## src/rtl/bram_srm_gen_if.sv

```systemverilog
// bram_srm_gen_if: bus bundle between the cartridge CPU side, the bram memory
// port and the MCU save handshake of the bram_srm_gen mapper.
// master: environment side (CPU bus, MCU, memory read data).
// slave : the mapper itself.
interface bram_srm_gen_if #(
    parameter int ADDR_W = 19
);
    logic [23:0]       cpu_addr;
    logic [15:0]       cpu_data;
    logic              cpu_ce_lo;
    logic              cpu_oe;
    logic              cpu_we_lo;
    logic              cpu_we_hi;
    logic              cpu_tim;
    logic              sst_act;
    logic              save_ack;
    logic              brm_oe;
    logic [15:0]       brm_do;
    logic [15:0]       mem_do;
    logic [15:0]       mem_di;
    logic [ADDR_W-1:0] mem_addr;
    logic              mem_ce;
    logic              mem_oe;
    logic              mem_we_lo;
    logic              mem_we_hi;
    logic              save_req;
    logic              dirty;
    logic              led;

    modport master (
        output cpu_addr, cpu_data, cpu_ce_lo, cpu_oe, cpu_we_lo, cpu_we_hi, cpu_tim,
        output sst_act, save_ack, mem_do,
        input  brm_oe, brm_do, mem_di, mem_addr, mem_ce, mem_oe, mem_we_lo, mem_we_hi,
        input  save_req, dirty, led
    );

    modport slave (
        input  cpu_addr, cpu_data, cpu_ce_lo, cpu_oe, cpu_we_lo, cpu_we_hi, cpu_tim,
        input  sst_act, save_ack, mem_do,
        output brm_oe, brm_do, mem_di, mem_addr, mem_ce, mem_oe, mem_we_lo, mem_we_hi,
        output save_req, dirty, led
    );
endinterface

```

## src/rtl/bram_srm_gen.sv

```systemverilog
// bram_srm_gen: parametrised save-RAM mapper for the Mega Drive cartridge bus.
// Decodes a CPU window onto the bram port, holds a /TIME control register
// (ram enable, write protect), tracks dirty state and raises an idle-timed
// save request to the MCU once write activity has settled.
// Optional build macro: BRAM_SRM_WPROT_EN (write-protect bit implemented;
// when undefined the protect bit is forced off and cpu_data[1] is ignored).
module bram_srm_gen #(
    parameter int          ADDR_W    = 19,
    parameter logic [23:0] WIN_BASE  = 24'h200000,
    parameter int          WIN_BITS  = 20,
    parameter bit          BYTE_MODE = 1'b1,
    parameter bit          GATED     = 1'b1,
    parameter logic [23:0] IDLE_CYC  = 24'd5000000
) (
    input  logic          clk,
    input  logic          map_rst,
    bram_srm_gen_if.slave bus
);

    typedef enum logic [1:0] {
        ST_IDLE  = 2'd0,
        ST_DIRTY = 2'd1,
        ST_REQ   = 2'd2,
        ST_WAIT  = 2'd3
    } state_t;

    // control register
    logic        r_ram_en;
    logic        w_wprot;

    // /TIME write strobe synchroniser and edge detector
    logic        r_rw_s0;
    logic        r_rw_s1;
    logic        r_rw_d;
    logic        w_reg_wr;

    // memory write activity synchroniser and edge detector
    logic        r_wa_s0;
    logic        r_wa_s1;
    logic        r_wa_d;
    logic        w_wact;

    // decode
    logic        w_win;
    logic        w_hit;
    logic        w_we_lo;
    logic        w_we_hi;

    // flush FSM
    state_t      r_state;
    state_t      w_state_nx;
    logic [23:0] r_cnt;
    logic [23:0] w_cnt_nx;
    logic        r_pend;
    logic        w_pend_nx;
    logic        r_save_req;
    logic        w_save_req_nx;
    logic        r_dirty;
    logic        w_dirty_nx;
    logic        r_led;

    logic        w_unused;

    // ---------------- window decode (combinational bus path) ----------------
    assign w_win   = (bus.cpu_addr[23:WIN_BITS] == WIN_BASE[23:WIN_BITS]);
    assign w_hit   = !bus.cpu_ce_lo & w_win & (!GATED | r_ram_en);
    assign w_we_lo = w_hit & !bus.cpu_we_lo & !w_wprot;
    assign w_we_hi = w_hit & !bus.cpu_we_hi & !w_wprot & !BYTE_MODE;

    assign bus.mem_ce    = w_hit;
    assign bus.mem_oe    = w_hit & !bus.cpu_oe;
    assign bus.mem_addr  = bus.cpu_addr[ADDR_W:1];
    assign bus.mem_di    = bus.cpu_data;
    assign bus.mem_we_lo = w_we_lo;
    assign bus.mem_we_hi = w_we_hi;
    assign bus.brm_oe    = w_hit & !bus.cpu_oe;
    // 8-bit SRAM only drives the low lane; the upper lane floats high
    assign bus.brm_do    = BYTE_MODE ? {8'hFF, bus.mem_do[7:0]} : bus.mem_do;

    assign bus.save_req  = r_save_req;
    assign bus.dirty     = r_dirty;
    assign bus.led       = r_led;

    // bit 0 of the byte address and upper read lane are unused in some builds
    assign w_unused = ^{bus.cpu_addr[0], bus.mem_do};

    // ---------------- /TIME control register ----------------
    // register load: synchronised strobe rising edge qualified by /TIME, frozen during save-state
    assign w_reg_wr = r_rw_s1 & !r_rw_d & !bus.cpu_tim & !bus.sst_act;

    // synchronise the low-lane write strobe and keep a delayed copy for edge detection
    always_ff @(posedge clk or posedge map_rst) begin
        if (map_rst) begin
            r_rw_s0 <= 1'b0;
            r_rw_s1 <= 1'b0;
            r_rw_d  <= 1'b0;
        end else begin
            r_rw_s0 <= !bus.cpu_we_lo;
            r_rw_s1 <= r_rw_s0;
            r_rw_d  <= r_rw_s1;
        end
    end

    // ram enable bit of the control register
    always_ff @(posedge clk or posedge map_rst) begin
        if (map_rst) begin
            r_ram_en <= 1'b0;
        end else if (w_reg_wr) begin
            r_ram_en <= bus.cpu_data[0];
        end else begin
            r_ram_en <= r_ram_en;
        end
    end

`ifdef BRAM_SRM_WPROT_EN
    logic r_wprot;

    // write-protect bit of the control register
    always_ff @(posedge clk or posedge map_rst) begin
        if (map_rst) begin
            r_wprot <= 1'b0;
        end else if (w_reg_wr) begin
            r_wprot <= bus.cpu_data[1];
        end else begin
            r_wprot <= r_wprot;
        end
    end

    assign w_wprot = r_wprot;
`else
    assign w_wprot = 1'b0;
`endif

    // ---------------- write activity pulse ----------------
    // one pulse per bus write cycle that actually reaches the memory
    assign w_wact = r_wa_s1 & !r_wa_d;

    // synchronise the memory write strobes and keep a delayed copy for edge detection
    always_ff @(posedge clk or posedge map_rst) begin
        if (map_rst) begin
            r_wa_s0 <= 1'b0;
            r_wa_s1 <= 1'b0;
            r_wa_d  <= 1'b0;
        end else begin
            r_wa_s0 <= w_we_lo | w_we_hi;
            r_wa_s1 <= r_wa_s0;
            r_wa_d  <= r_wa_s1;
        end
    end

    // ---------------- flush FSM ----------------
    // flush FSM state and registered handshake outputs
    always_ff @(posedge clk or posedge map_rst) begin
        if (map_rst) begin
            r_state    <= ST_IDLE;
            r_cnt      <= 24'd0;
            r_pend     <= 1'b0;
            r_save_req <= 1'b0;
            r_dirty    <= 1'b0;
            r_led      <= 1'b0;
        end else begin
            r_state    <= w_state_nx;
            r_cnt      <= w_cnt_nx;
            r_pend     <= w_pend_nx;
            r_save_req <= w_save_req_nx;
            r_dirty    <= w_dirty_nx;
            r_led      <= (w_state_nx != ST_IDLE);
        end
    end

    // flush FSM next-state: idle timer after writes, then request/ack handshake
    always_comb begin
        w_state_nx    = r_state;
        w_cnt_nx      = r_cnt;
        w_pend_nx     = r_pend;
        w_save_req_nx = r_save_req;
        w_dirty_nx    = r_dirty;
        case (r_state)
            ST_IDLE: begin
                if (w_wact) begin
                    w_state_nx = ST_DIRTY;
                    w_cnt_nx   = 24'd0;
                    w_dirty_nx = 1'b1;
                end else begin
                    w_state_nx = ST_IDLE;
                end
            end
            ST_DIRTY: begin
                if (w_wact) begin
                    // fresh write restarts the idle window
                    w_cnt_nx = 24'd0;
                end else if (r_cnt == (IDLE_CYC - 24'd1)) begin
                    w_state_nx    = ST_REQ;
                    w_save_req_nx = 1'b1;
                end else if (r_cnt != 24'hFFFFFF) begin
                    w_cnt_nx = r_cnt + 24'd1;
                end else begin
                    w_cnt_nx = r_cnt;
                end
            end
            ST_REQ: begin
                w_save_req_nx = 1'b1;
                if (w_wact) begin
                    w_pend_nx = 1'b1;
                end else begin
                    w_pend_nx = r_pend;
                end
                if (bus.save_ack) begin
                    w_state_nx    = ST_WAIT;
                    w_save_req_nx = 1'b0;
                end else begin
                    w_state_nx = ST_REQ;
                end
            end
            ST_WAIT: begin
                w_save_req_nx = 1'b0;
                if (!bus.save_ack) begin
                    if (r_pend | w_wact) begin
                        // writes during the save make the flushed image stale
                        w_pend_nx  = 1'b0;
                        w_state_nx = ST_DIRTY;
                        w_cnt_nx   = 24'd0;
                    end else begin
                        w_state_nx = ST_IDLE;
                        w_dirty_nx = 1'b0;
                    end
                end else if (w_wact) begin
                    w_pend_nx = 1'b1;
                end else begin
                    w_state_nx = ST_WAIT;
                end
            end
            default: begin
                w_state_nx    = ST_IDLE;
                w_cnt_nx      = 24'd0;
                w_pend_nx     = 1'b0;
                w_save_req_nx = 1'b0;
                w_dirty_nx    = 1'b0;
            end
        endcase
    end

endmodule

```

## src/flat_wrapper.sv

```systemverilog
// flat-port wrapper written by rule: the top's interface ports become plain ports
module bram_srm_gen_flat 
#(
    parameter int          ADDR_W    = 19,
    parameter logic [23:0] WIN_BASE  = 24'h200000,
    parameter int          WIN_BITS  = 20,
    parameter bit          BYTE_MODE = 1'b1,
    parameter bit          GATED     = 1'b1,
    parameter logic [23:0] IDLE_CYC  = 24'd5000000
)
  (clk, map_rst, bus_cpu_addr, bus_cpu_data, bus_cpu_ce_lo, bus_cpu_oe, bus_cpu_we_lo, bus_cpu_we_hi, bus_cpu_tim, bus_sst_act, bus_save_ack, bus_mem_do, bus_brm_oe, bus_brm_do, bus_mem_di, bus_mem_addr, bus_mem_ce, bus_mem_oe, bus_mem_we_lo, bus_mem_we_hi, bus_save_req, bus_dirty, bus_led);
  bram_srm_gen_if #(.ADDR_W(ADDR_W)) bus_i ();
  input  logic clk;
  input  logic map_rst;
  input wire logic [$bits(bus_i.cpu_addr)-1:0] bus_cpu_addr;
  input wire logic [$bits(bus_i.cpu_data)-1:0] bus_cpu_data;
  input wire logic [$bits(bus_i.cpu_ce_lo)-1:0] bus_cpu_ce_lo;
  input wire logic [$bits(bus_i.cpu_oe)-1:0] bus_cpu_oe;
  input wire logic [$bits(bus_i.cpu_we_lo)-1:0] bus_cpu_we_lo;
  input wire logic [$bits(bus_i.cpu_we_hi)-1:0] bus_cpu_we_hi;
  input wire logic [$bits(bus_i.cpu_tim)-1:0] bus_cpu_tim;
  input wire logic [$bits(bus_i.sst_act)-1:0] bus_sst_act;
  input wire logic [$bits(bus_i.save_ack)-1:0] bus_save_ack;
  input wire logic [$bits(bus_i.mem_do)-1:0] bus_mem_do;
  output wire logic [$bits(bus_i.brm_oe)-1:0] bus_brm_oe;
  output wire logic [$bits(bus_i.brm_do)-1:0] bus_brm_do;
  output wire logic [$bits(bus_i.mem_di)-1:0] bus_mem_di;
  output wire logic [$bits(bus_i.mem_addr)-1:0] bus_mem_addr;
  output wire logic [$bits(bus_i.mem_ce)-1:0] bus_mem_ce;
  output wire logic [$bits(bus_i.mem_oe)-1:0] bus_mem_oe;
  output wire logic [$bits(bus_i.mem_we_lo)-1:0] bus_mem_we_lo;
  output wire logic [$bits(bus_i.mem_we_hi)-1:0] bus_mem_we_hi;
  output wire logic [$bits(bus_i.save_req)-1:0] bus_save_req;
  output wire logic [$bits(bus_i.dirty)-1:0] bus_dirty;
  output wire logic [$bits(bus_i.led)-1:0] bus_led;
  assign bus_i.cpu_addr = bus_cpu_addr;
  assign bus_i.cpu_data = bus_cpu_data;
  assign bus_i.cpu_ce_lo = bus_cpu_ce_lo;
  assign bus_i.cpu_oe = bus_cpu_oe;
  assign bus_i.cpu_we_lo = bus_cpu_we_lo;
  assign bus_i.cpu_we_hi = bus_cpu_we_hi;
  assign bus_i.cpu_tim = bus_cpu_tim;
  assign bus_i.sst_act = bus_sst_act;
  assign bus_i.save_ack = bus_save_ack;
  assign bus_i.mem_do = bus_mem_do;
  assign bus_brm_oe = bus_i.brm_oe;
  assign bus_brm_do = bus_i.brm_do;
  assign bus_mem_di = bus_i.mem_di;
  assign bus_mem_addr = bus_i.mem_addr;
  assign bus_mem_ce = bus_i.mem_ce;
  assign bus_mem_oe = bus_i.mem_oe;
  assign bus_mem_we_lo = bus_i.mem_we_lo;
  assign bus_mem_we_hi = bus_i.mem_we_hi;
  assign bus_save_req = bus_i.save_req;
  assign bus_dirty = bus_i.dirty;
  assign bus_led = bus_i.led;
  bram_srm_gen #(.ADDR_W(ADDR_W), .WIN_BASE(WIN_BASE), .WIN_BITS(WIN_BITS), .BYTE_MODE(BYTE_MODE), .GATED(GATED), .IDLE_CYC(IDLE_CYC)) u_core (.clk(clk), .map_rst(map_rst), .bus(bus_i));
endmodule
```

## config.mk

```make
export PLATFORM = sky130hd
export DESIGN_NAME = bram_srm_gen_flat
export DESIGN_NICKNAME = d
export VERILOG_FILES = /design/src/rtl/bram_srm_gen_if.sv /design/src/rtl/bram_srm_gen.sv /design/src/flat_wrapper.sv
export SDC_FILE = /design/constraint.sdc
export NUM_CORES = 1
export LEC_CHECK = 0
export CELL_PAD_IN_SITES_DETAIL_PLACEMENT = 0
export CELL_PAD_IN_SITES_GLOBAL_PLACEMENT = 2
export CORE_MARGIN = 2
export CORE_UTILIZATION = 25
export CTS_CLUSTER_DIAMETER = 200
export DETAILED_ROUTE_END_ITERATION = 8
export PLACE_DENSITY = 0.85
export SLEW_MARGIN = 25
export SYNTH_ARGS = -nofsm -noshare
export SYNTH_HDL_FRONTEND = slang
export SYNTH_SLANG_ARGS = --single-unit
```

## constraint.sdc

```tcl
create_clock -name clk -period 3.6 [get_ports clk]
set_input_delay 0.54 -clock clk [delete_from_list [all_inputs] [get_ports clk]]
set_output_delay 0.54 -clock clk [all_outputs]
set_load 0.005 [all_outputs]
```

# --- Word-level counts from Yosys, hierarchy flattened ---
# Cells that the tools add are included.
word_totals:
  register_bits: 37
  output_inout_bits: 59
  word_cells: 82
classes:
  add_sub_neg: 1
  n_eq_ne: 15
  muxes: 27
  bitwise: 9
  reduce_logical: 17
op_table:
  columns: ["op", "count"]
  rows:
  - ["2-to-1 mux 24 bit", 6]
  - ["case mux 24 bit (3 select lines)", 1]
  - ["adder 24 x 1 -> 24 bit (second input constant)", 1]
  - ["== test 24 x 23 -> 1 bit (second input constant)", 1]
  - ["!= test 24 bit (second input constant)", 1]
  - ["2-to-1 mux 1 bit", 12]
  - ["bitwise AND 1 bit", 8]
  - ["2-to-1 mux 2 bit", 4]
  - ["case mux 2 bit (4 select lines)", 1]
  - ["logical NOT 1 bit", 7]
  - ["!= test 2 x 1 -> 1 bit (second input constant)", 3]
  - ["!= test 2 bit (second input constant)", 3]
  - ["!= test 3 x 2 -> 1 bit (second input constant)", 2]
  - ["AND reduction 6 bit", 1]
  - ["nonzero test 2 bit", 3]
  - ["nonzero test 3 bit", 2]
  - ["== test 2 bit (second input constant)", 2]
  - ["== test 4 x 2 -> 1 bit (second input constant)", 1]
  - ["case mux 1 bit (2 select lines)", 2]
  - ["AND reduction 4 bit", 1]
  - ["!= test 3 x 1 -> 1 bit (second input constant)", 1]
  - ["case mux 1 bit (3 select lines)", 1]
  - ["AND reduction 3 bit", 1]
  - ["== test 2 x 1 -> 1 bit (second input constant)", 1]
  - ["other kinds (3)", 3]

# --- Longest topological paths before layout ---
# Gate-level depths: netlist of run 1.
logic_depth:
  ltp_word: 7
  ltp_mapped: 8
  depth_no_buf: 6

# --- Least setup slack after synthesis of run 1 ---
# No wires, ideal clock.
synth_timing:
  path_type: "register to register"
  startpoint: "reg u_core.r_cnt[1]"
  endpoint: "reg u_core.r_cnt[12]"
  setup_ns: 0.092
  arrival_time_ns: 1.738
  required_time_ns: 3.508
  slack_ns: 1.770
  path_stages_with_launch: 9
  path_buffers: 2
  synth_period_minus_slack_ns: 1.830
  cell_sequence: "dfrtp_1 > ha_1 > nand4_1 > nor4_4 > and2_1 > buf_4 > buf_6 > nor3_1 > o31ai_2"
synth_between:
  elab_chain_cells: 5
synth_rtl:
  columns: ["item", "line_no", "text"]
  rows:
  - ["start: declaration", "bram_srm_gen.sv:52", "logic [23:0] r_cnt;"]
  - ["start signal: assignment", "bram_srm_gen.sv:163", "r_cnt <= w_cnt_nx;"]
  - ["adder 24 x 1 -> 24 bit", "bram_srm_gen.sv:196", "w_cnt_nx = r_cnt + 24'd1;"]
  - ["2-to-1 mux 24 bit", "bram_srm_gen.sv:195", "end else if (r_cnt != 24'hFFFFFF) begin"]
  - ["2-to-1 mux 24 bit", "bram_srm_gen.sv:192", "end else if (r_cnt == (IDLE_CYC - 24'd1)) begin"]
  - ["2-to-1 mux 24 bit", "bram_srm_gen.sv:189", "if (w_wact) begin"]
  - ["case mux 24 bit (3 select lines)", "bram_srm_gen.sv:178", "case (r_state)"]
# Parallel ways exist; a longest one is shown, timed or not. The select of a mux whose other input is x is not followed.
# A chain may end at the register's enable or synchronous reset.

# --- Worst setup path after layout of run 1 ---
layout_timing:
  startpoint: "in bus_cpu_addr[23]"
  endpoint: "out bus_brm_oe"
layout_between:
  elab_chain_cells: 4
layout_rtl:
  columns: ["item", "line_no", "text"]
  rows:
  - ["start: declaration", "flat_wrapper.sv:15", "input wire logic [$bits(bus_i.cpu_addr)-1:0] bus_cpu_addr;"]
  - ["== test 4 x 2 -> 1 bit", "bram_srm_gen.sv:65", "assign w_win = (bus.cpu_addr[23:WIN_BITS] == WIN_BASE[23:WIN_BITS]);"]
  - ["bitwise AND 1 bit (2 in a row)", "bram_srm_gen.sv:66", "assign w_hit = !bus.cpu_ce_lo & w_win & (!GATED | r_ram_en);"]
  - ["bitwise AND 1 bit", "bram_srm_gen.sv:76", "assign bus.brm_oe = w_hit & !bus.cpu_oe;"]
  - ["end: declaration", "flat_wrapper.sv:25", "output wire logic [$bits(bus_i.brm_oe)-1:0] bus_brm_oe;"]
# No other way between the ends.

==> flow_metrics.py, run 1 <==
metrics = {
    "yosys": {
        "synth-edff-count": 0,
        "syn_inst": 325,
        "synth_seq_cells": 37,
        "syn_area_um2": 2740,
        "synthAdderAreaFrac": 0.00457,
        "synth_cell_types": 57,
        "dominantRegCellSynth": "dfrtp_1",
        "syn_area_per_cell_um2": 8.42,
        "synth-compound-area-share": 0.166,
        "synth_top_family_by_area": "simple AND/OR/NAND/NOR gates",
        "synthArstFlopShare": 1.00,
        "synthMuxAreaShare": 0.00412,
        "yosysWarningCount": 0,
        "synth_xor_area_frac": 0,
        "ys_seq_area_frac": 0.338,
        "synthSimpleGateAreaFrac": 0.287,
    },
    "route": {
        "drt-vias-per-instance": 5.15,
        "drtIter0Drc": 126,
        "vias": 2240,
        "drt-pass1-iter-count": 4,
        "wl_per_cell_um": 14.6,
        "drcViolationCount": 0,
        "routed_wl_um": 6340,
        "drtAntennaViolNets": 0,
    },
    "setup_path": {
        "cp_common_cell": "clkdlybuf4s50_1",
        "critPathSlowestCell": "clkdlybuf4s50_1",
        "path_max_fanout": 3,
        "critPathMaxStageDelay_ps": 530,
        "start_kind": "primary input",
        "cp.required_ps": 3060,
        "worstPathCellList": "clkdlybuf4s50_1 > nor4b_1 > nand3b_1 > nor2_1 > clkdlybuf4s50_1",
        "critPathCaptureType": "output pin",
        "path_class": "primary input to output pin",
        "cp.arrival_ps": 2080,
    },
    "timing": {
        "skew_ps": 5.95,
        "timing.final.hold_violations": 0,
        "setup_viol": 0,
        "slew_viol_final": 0,
        "postLayoutSetupSlackWorst_ps": 981,
        "post-route-period-util": 0.727,
        "rsz0062_at_grt": "false",
        "fmax_mhz": 382,
        "worst_slew_pin_slew_ps": 841,
        "tns_ps": 0,
        "period_minus_slack_ps": 2620,
        "slew_headroom": 0.435,
    },
    "cts": {
        "numCtsBuffers": 5,
        "cts_resized": 0,
        "insertion_delay_ps": 300,
        "ctsHoldBuffers": 0,
        "cts_num_sinks": 37,
        "clkTransAtPathRegs_ps": 80,
        "htree_levels": 2,
        "cts_setup_buffers": 0,
        "ctsRootBufferMaster": "clkbuf_8",
        "cts_buffer_depth": 2,
        "cts_tree": "done",
    },
    "floorplanning": {
        "num_rows": 38,
        "initial_core_util": 0.255,
        "die_h_um": 109,
        "coreArea_um2": 10700,
        "die_area_um2": 11800,
        "ios": 124,
        "die_w_um": 109,
    },
    "power": {
        "vdd_drop_max_mv": 0.188,
        "power.leakage_nw": 1.03,
        "power.density_cell_area_nw_per_um2": 407,
        "power_w": 0.00113,
    },
    "layout": {
        "syn2layout_area_growth_pct": 1.74,
        "nNetsFinal": 360,
        "final_common_cell": "nand2_1",
        "stdcell_count": 435,
        "antenna-diode-count": 0,
        "drive_above_1_share": 0.0949,
        "final_cell_mix": "nand2_1 (41), dfrtp_1 (37), clkdlybuf4s50_1 (20), inv_1 (15), nor2_1 (14)",
    },
    "global_routing": {
        "grt_pass1_wl_um": 10600,
        "grt_use_met3": 0.0233,
        "overflow": 0,
        "grt.busiest_layer": "met2",
        "grt_usage": 0.114,
        "antenna_found_initial": 0,
        "grt_max_degree": 21,
        "grt_use_met1": 0.151,
        "grt_pass1_vias": 2127,
        "grt_util_met2": 0.180,
    },
    "min_path": {
        "hold_path.class": "flop to flop",
    },
    "place": {
        "io_buffer_count": 20,
        "pre_cts_ws_ps": 944,
        "hpwlAfterDp_um": 4460,
        "place_inst": 427,
        "gp_congestion": 0.835,
    },
    "outcome": {
        "status": "complete, no violations",
    },
    "job": {
        "cap_violations": 0,
    },
}
[cells by family after synthesis]
logic type,count (synthesis)
mux,1
simple gates,134
buf+inv,84
fa+ha+maj,1
other cells,2
compound gates,66
flops,37
[worst max-delay path: cells and delay by family]
family | cells | cell delay, ps
and+or+nand+nor | 3 | 620
buffers and inverters | 2 | 920
[cell type report]
class | count | area [µm²]
clock buffer | 5 | 68.8
clock inverter | 3 | 22.5
fill | 1199 | 7960
inverter | 15 | 56.3
multi-input combinational | 211 | 1310
sequential | 37 | 926
tap | 140 | 175
timing repair buffer | 24 | 230
[registers in the layout (all words and copies together), names as in the netlist]
register / count
u_core.bus.led: 1
u_core.r_ram_en: 1
u_core.bus.dirty: 1
u_core.r_rw_s1: 1
u_core.r_pend: 1
u_core.r_rw_s0: 1
u_core.r_wa_s1: 1
u_core.r_cnt: 24
u_core.r_rw_d: 1
u_core.bus.save_req: 1
u_core.r_wa_s0: 1
u_core.r_wa_d: 1
u_core.r_state: 2
[routing by layer]
metal  part of all wire  vias to the layer above
met5                  0                        -
met4              0.010                        0
met3              0.060                        6
met2               0.48                       75
met1               0.45                     1109
li1                   -                     1050
[cell usage after synthesis, types with 2 or more instances]
cell type,count,area share
a2111oi_0,2,0.0064
a211oi_1,4,0.011
a21oi_1,12,0.022
a22oi_1,5,0.014
a31oi_1,2,0.0046
a32oi_1,4,0.013
and2_1,6,0.014
and3_1,2,0.0046
and4_1,3,0.0096
buf_2,3,0.0055
buf_4,56,0.15
clkbuf_1,8,0.011
conb_1,2,0.0027
dfrtp_1,37,0.34
inv_1,15,0.021
nand2_1,41,0.056
nand2b_1,4,0.0091
nand3_1,8,0.015
nand4_1,6,0.014
nand4_2,2,0.0091
nor2_1,14,0.019
nor2b_1,2,0.0046
nor3_1,12,0.022
nor3b_1,2,0.0055
nor4_1,14,0.032
nor4_4,2,0.016
nor4b_1,6,0.019
nor4b_2,2,0.011
o211ai_1,3,0.0082
o21ai_0,6,0.011
o21ai_1,11,0.020
o311ai_0,4,0.013
[report_power, final]
group | leakage [nW] | internal [W] | switching, W
Sequential | 0.486 | 0.000479 | 0.000115
Clock | 0.0481 | 0.000138 | 0.000169
Combinational | 0.498 | 0.000104 | 0.000129
[metrics by stage]
stage	util	cell area [µm²]	hold slack, ps
after floorplan	-	2760	331
after global placement	0.251	2690	340
after detailed placement	0.251	2690	344
after CTS	0.259	2780	359
after global routing	0.259	2780	363
final	0.259	2780	356
[path summary, 6_finish.rpt]
| path | start | endpoint | slack [ps] | depth (start not counted) |
|---|---|---|---|---|
| min in group asynchronous | map_rst | u_core.r_wa_s1$_DFF_PP0_ | 670 | 2 |
| worst max-delay path | bus_cpu_addr[23] | bus_brm_oe | 980 | 5 |
| worst min-delay path | u_core.r_wa_s0$_DFF_PP0_ | u_core.r_wa_s1$_DFF_PP0_ | 360 | 0 |
| max in group asynchronous | map_rst | u_core.r_cnt[16]$_DFFE_PP0P_ | 2170 | 3 |
| worst min register to register | u_core.r_wa_s0$_DFF_PP0_ | u_core.r_wa_s1$_DFF_PP0_ | 360 | 0 |
| worst max register to register | u_core.r_cnt[1]$_DFFE_PP0P_ | u_core.r_cnt[17]$_DFFE_PP0P_ | 1010 | 6 |
Note: power is estimated with default switching activity, not from simulation.
==> inputs of run 2 (changes only) <==
Settings changed: CORE_UTILIZATION 25 to 21, PLACE_DENSITY 0.85 to 0.76.
Clock period 3.6 ns to 2.4 ns, I/O delays scaled along.
==> flow_metrics.py, run 2 (same netlist as run 1, synthesis figures left out) <==
metrics = {
    "outcome": {
        "status": "complete, no violations",
    },
    "place": {
        "gp_congestion": 0.768,
        "dpl-instance-area_um2": 2790,
        "hpwlAfterDp_um": 4670,
        "io_buffer_count": 20,
    },
    "min_path": {
        "hp-start": "u_core.r_wa_s0$_DFF_PP0_",
        "hold_path.class": "flop to flop",
        "whs_endpoint": "u_core.r_wa_s1$_DFF_PP0_",
        "min_path_cells": 0,
    },
    "route": {
        "drt-vias-per-instance": 4.72,
        "vias": 2231,
        "drcViolationCount": 0,
        "drtAntennaViolNets": 0,
        "routed_wl_um": 6530,
        "wl_per_cell_um": 13.8,
        "drt-pass1-iter-count": 4,
        "drtIter0Drc": 104,
    },
    "layout": {
        "final_cell_mix": "nand2_1 (41), dfrtp_1 (37), clkdlybuf4s50_1 (20), inv_1 (15), nor2_1 (14)",
        "post-route-util": 0.232,
        "nNetsFinal": 367,
        "top_register": "u_core.r_cnt",
        "drive_above_1_share": 0.116,
        "regArea_um2": 926,
        "antenna-diode-count": 0,
        "syn2layout_area_growth_pct": 7.32,
        "largest_reg_flops": 24,
        "reg_top3": "u_core.r_cnt (24), u_core.r_state (2)",
        "final_common_cell": "nand2_1",
        "final_area_um2": 2940,
        "nFillCells": 1401,
        "multi_input_area_um2": 1310,
    },
    "global_routing": {
        "grt_usage": 0.0963,
        "grt_max_degree": 38,
        "antenna_found_initial": 0,
        "grt_pass1_vias": 2241,
        "grt_pass1_wl_um": 11200,
        "overflow": 0,
    },
    "cts": {
        "htree_levels": 2,
        "cts_tree": "done",
        "cts_setup_buffers": 0,
        "ctsHoldBuffers": 0,
        "cts_num_sinks": 37,
        "ctsRootBufferMaster": "clkbuf_16",
        "clkTransAtPathRegs_ps": 60,
        "cts_resized": 0,
        "cts_buffer_depth": 2,
        "insertion_delay_ps": 280,
        "numCtsBuffers": 5,
    },
    "timing": {
        "slew_viol_final": 0,
        "post-route-period-util": 0.938,
        "rsz0062_at_grt": "false",
        "setup_viol": 0,
        "timing.final.hold_violations": 0,
        "skew_ps": 2.51,
        "tns_ps": 0,
        "period_minus_slack_ps": 2250,
        "fmax_mhz": 444,
    },
    "setup_path": {
        "r2r_setup_slack_ps": 200,
        "path_buf_inv": 2,
        "worstPathCellList": "clkdlybuf4s50_1 > nor4b_2 > nand3b_1 > nor2_1 > clkdlybuf4s50_1",
        "path_delay_family": "buffers and inverters",
        "cp_common_cell": "clkdlybuf4s50_1",
        "cp.required_ps": 2040,
        "start_kind": "primary input",
        "cp.arrival_ps": 1890,
        "r2r_end": "u_core.r_cnt[16]$_DFFE_PP0P_",
        "path_max_fanout": 3,
        "path_class": "primary input to output pin",
        "rr_worst_depth": 6,
        "crit_cells": 5,
        "reg2reg_from": "u_core.r_cnt[1]$_DFFE_PP0P_",
        "critPathSlowestCell": "clkdlybuf4s50_1",
        "critPathCaptureType": "output pin",
        "critPathMaxStageDelay_ps": 520,
    },
    "floorplanning": {
        "coreArea_um2": 12700,
        "die_area_um2": 14000,
        "num_rows": 41,
        "initial_core_util": 0.216,
        "ios": 124,
        "die_h_um": 118,
        "die_w_um": 118,
    },
    "job": {
        "cap_violations": 0,
    },
    "power": {
        "vdd_drop_max_mv": 0.314,
        "power.leakage_nw": 1.09,
        "power.density_cell_area_nw_per_um2": 651,
    },
}
==> run 2: cell types whose count changed in the layout (fill, tap and decap cells not counted), sizes merged <==
| cell | change |
|---|---|
| buf | +7 |
| clkbuf | +2 |
| clkinv | -3 |
==> run 2: worst max-delay path by stage <==
| stage | slack, ps | start | to |
|---|---|---|---|
| 2_1_floorplan | 570 | u_core.r_cnt[1]$_DFFE_PP0P_ | u_core.r_cnt[12]$_DFFE_PP0P_ |
| 3_3_place_gp | 100 | bus_cpu_addr[23] | bus_mem_we_lo |
| 5_1_grt | 40 | u_core.r_cnt[1]$_DFFE_PP0P_ | u_core.r_cnt[16]$_DFFE_PP0P_ |
| 6_report | 150 | bus_cpu_addr[23] | bus_mem_we_lo |
| 3_5_place_dp | 20 | bus_cpu_addr[23] | bus_mem_we_lo |
| 4_1_cts | 20 | bus_cpu_addr[23] | bus_mem_we_lo |
==> run 2: metal layers <==
layer	part of all wire	track usage
met1	0.45	0.122
met2	0.49	0.161
met3	0.057	0.0227
met4	0.0075	0.0316
met5	0	0
==> run 2: layout make-up <==
cell class / instances / share of cell area
Tap cell: 172 / 0.0733
Clock buffer: 7 / 0.0486
Timing Repair Buffer: 31 / 0.0963
Sequential cell: 37 / 0.315
Multi-Input combinational cell: 211 / 0.447
Inverter: 15 / 0.0192
==> run 2: through the flow <==
stage | setup slack [ps] | power [W] | hold WS, ps | std cells
final | 149 | 0.00191 | 353 | 473
after CTS | 20.2 | 0.00193 | 361 | 473
after floorplan | 570 | 0.00120 | 331 | 332
after detailed placement | 17.0 | 0.00126 | 346 | 466
after global placement | 103 | 0.00125 | 344 | 466
after global routing | 38.5 | 0.00203 | 365 | 473
==> run 2: where the power goes <==
group	internal [W]	switching (W)
registers	0.000720	0.000170
clock network	0.000408	0.000250
logic	0.000165	0.000200
total	0.00129	0.000620
==> inputs of run 3 (changes only) <==
Settings changed: SLEW_MARGIN 25 to 0.
==> results of run 3 <==
Same layout as run 2: the final DEF is identical, and so are final timing and power.
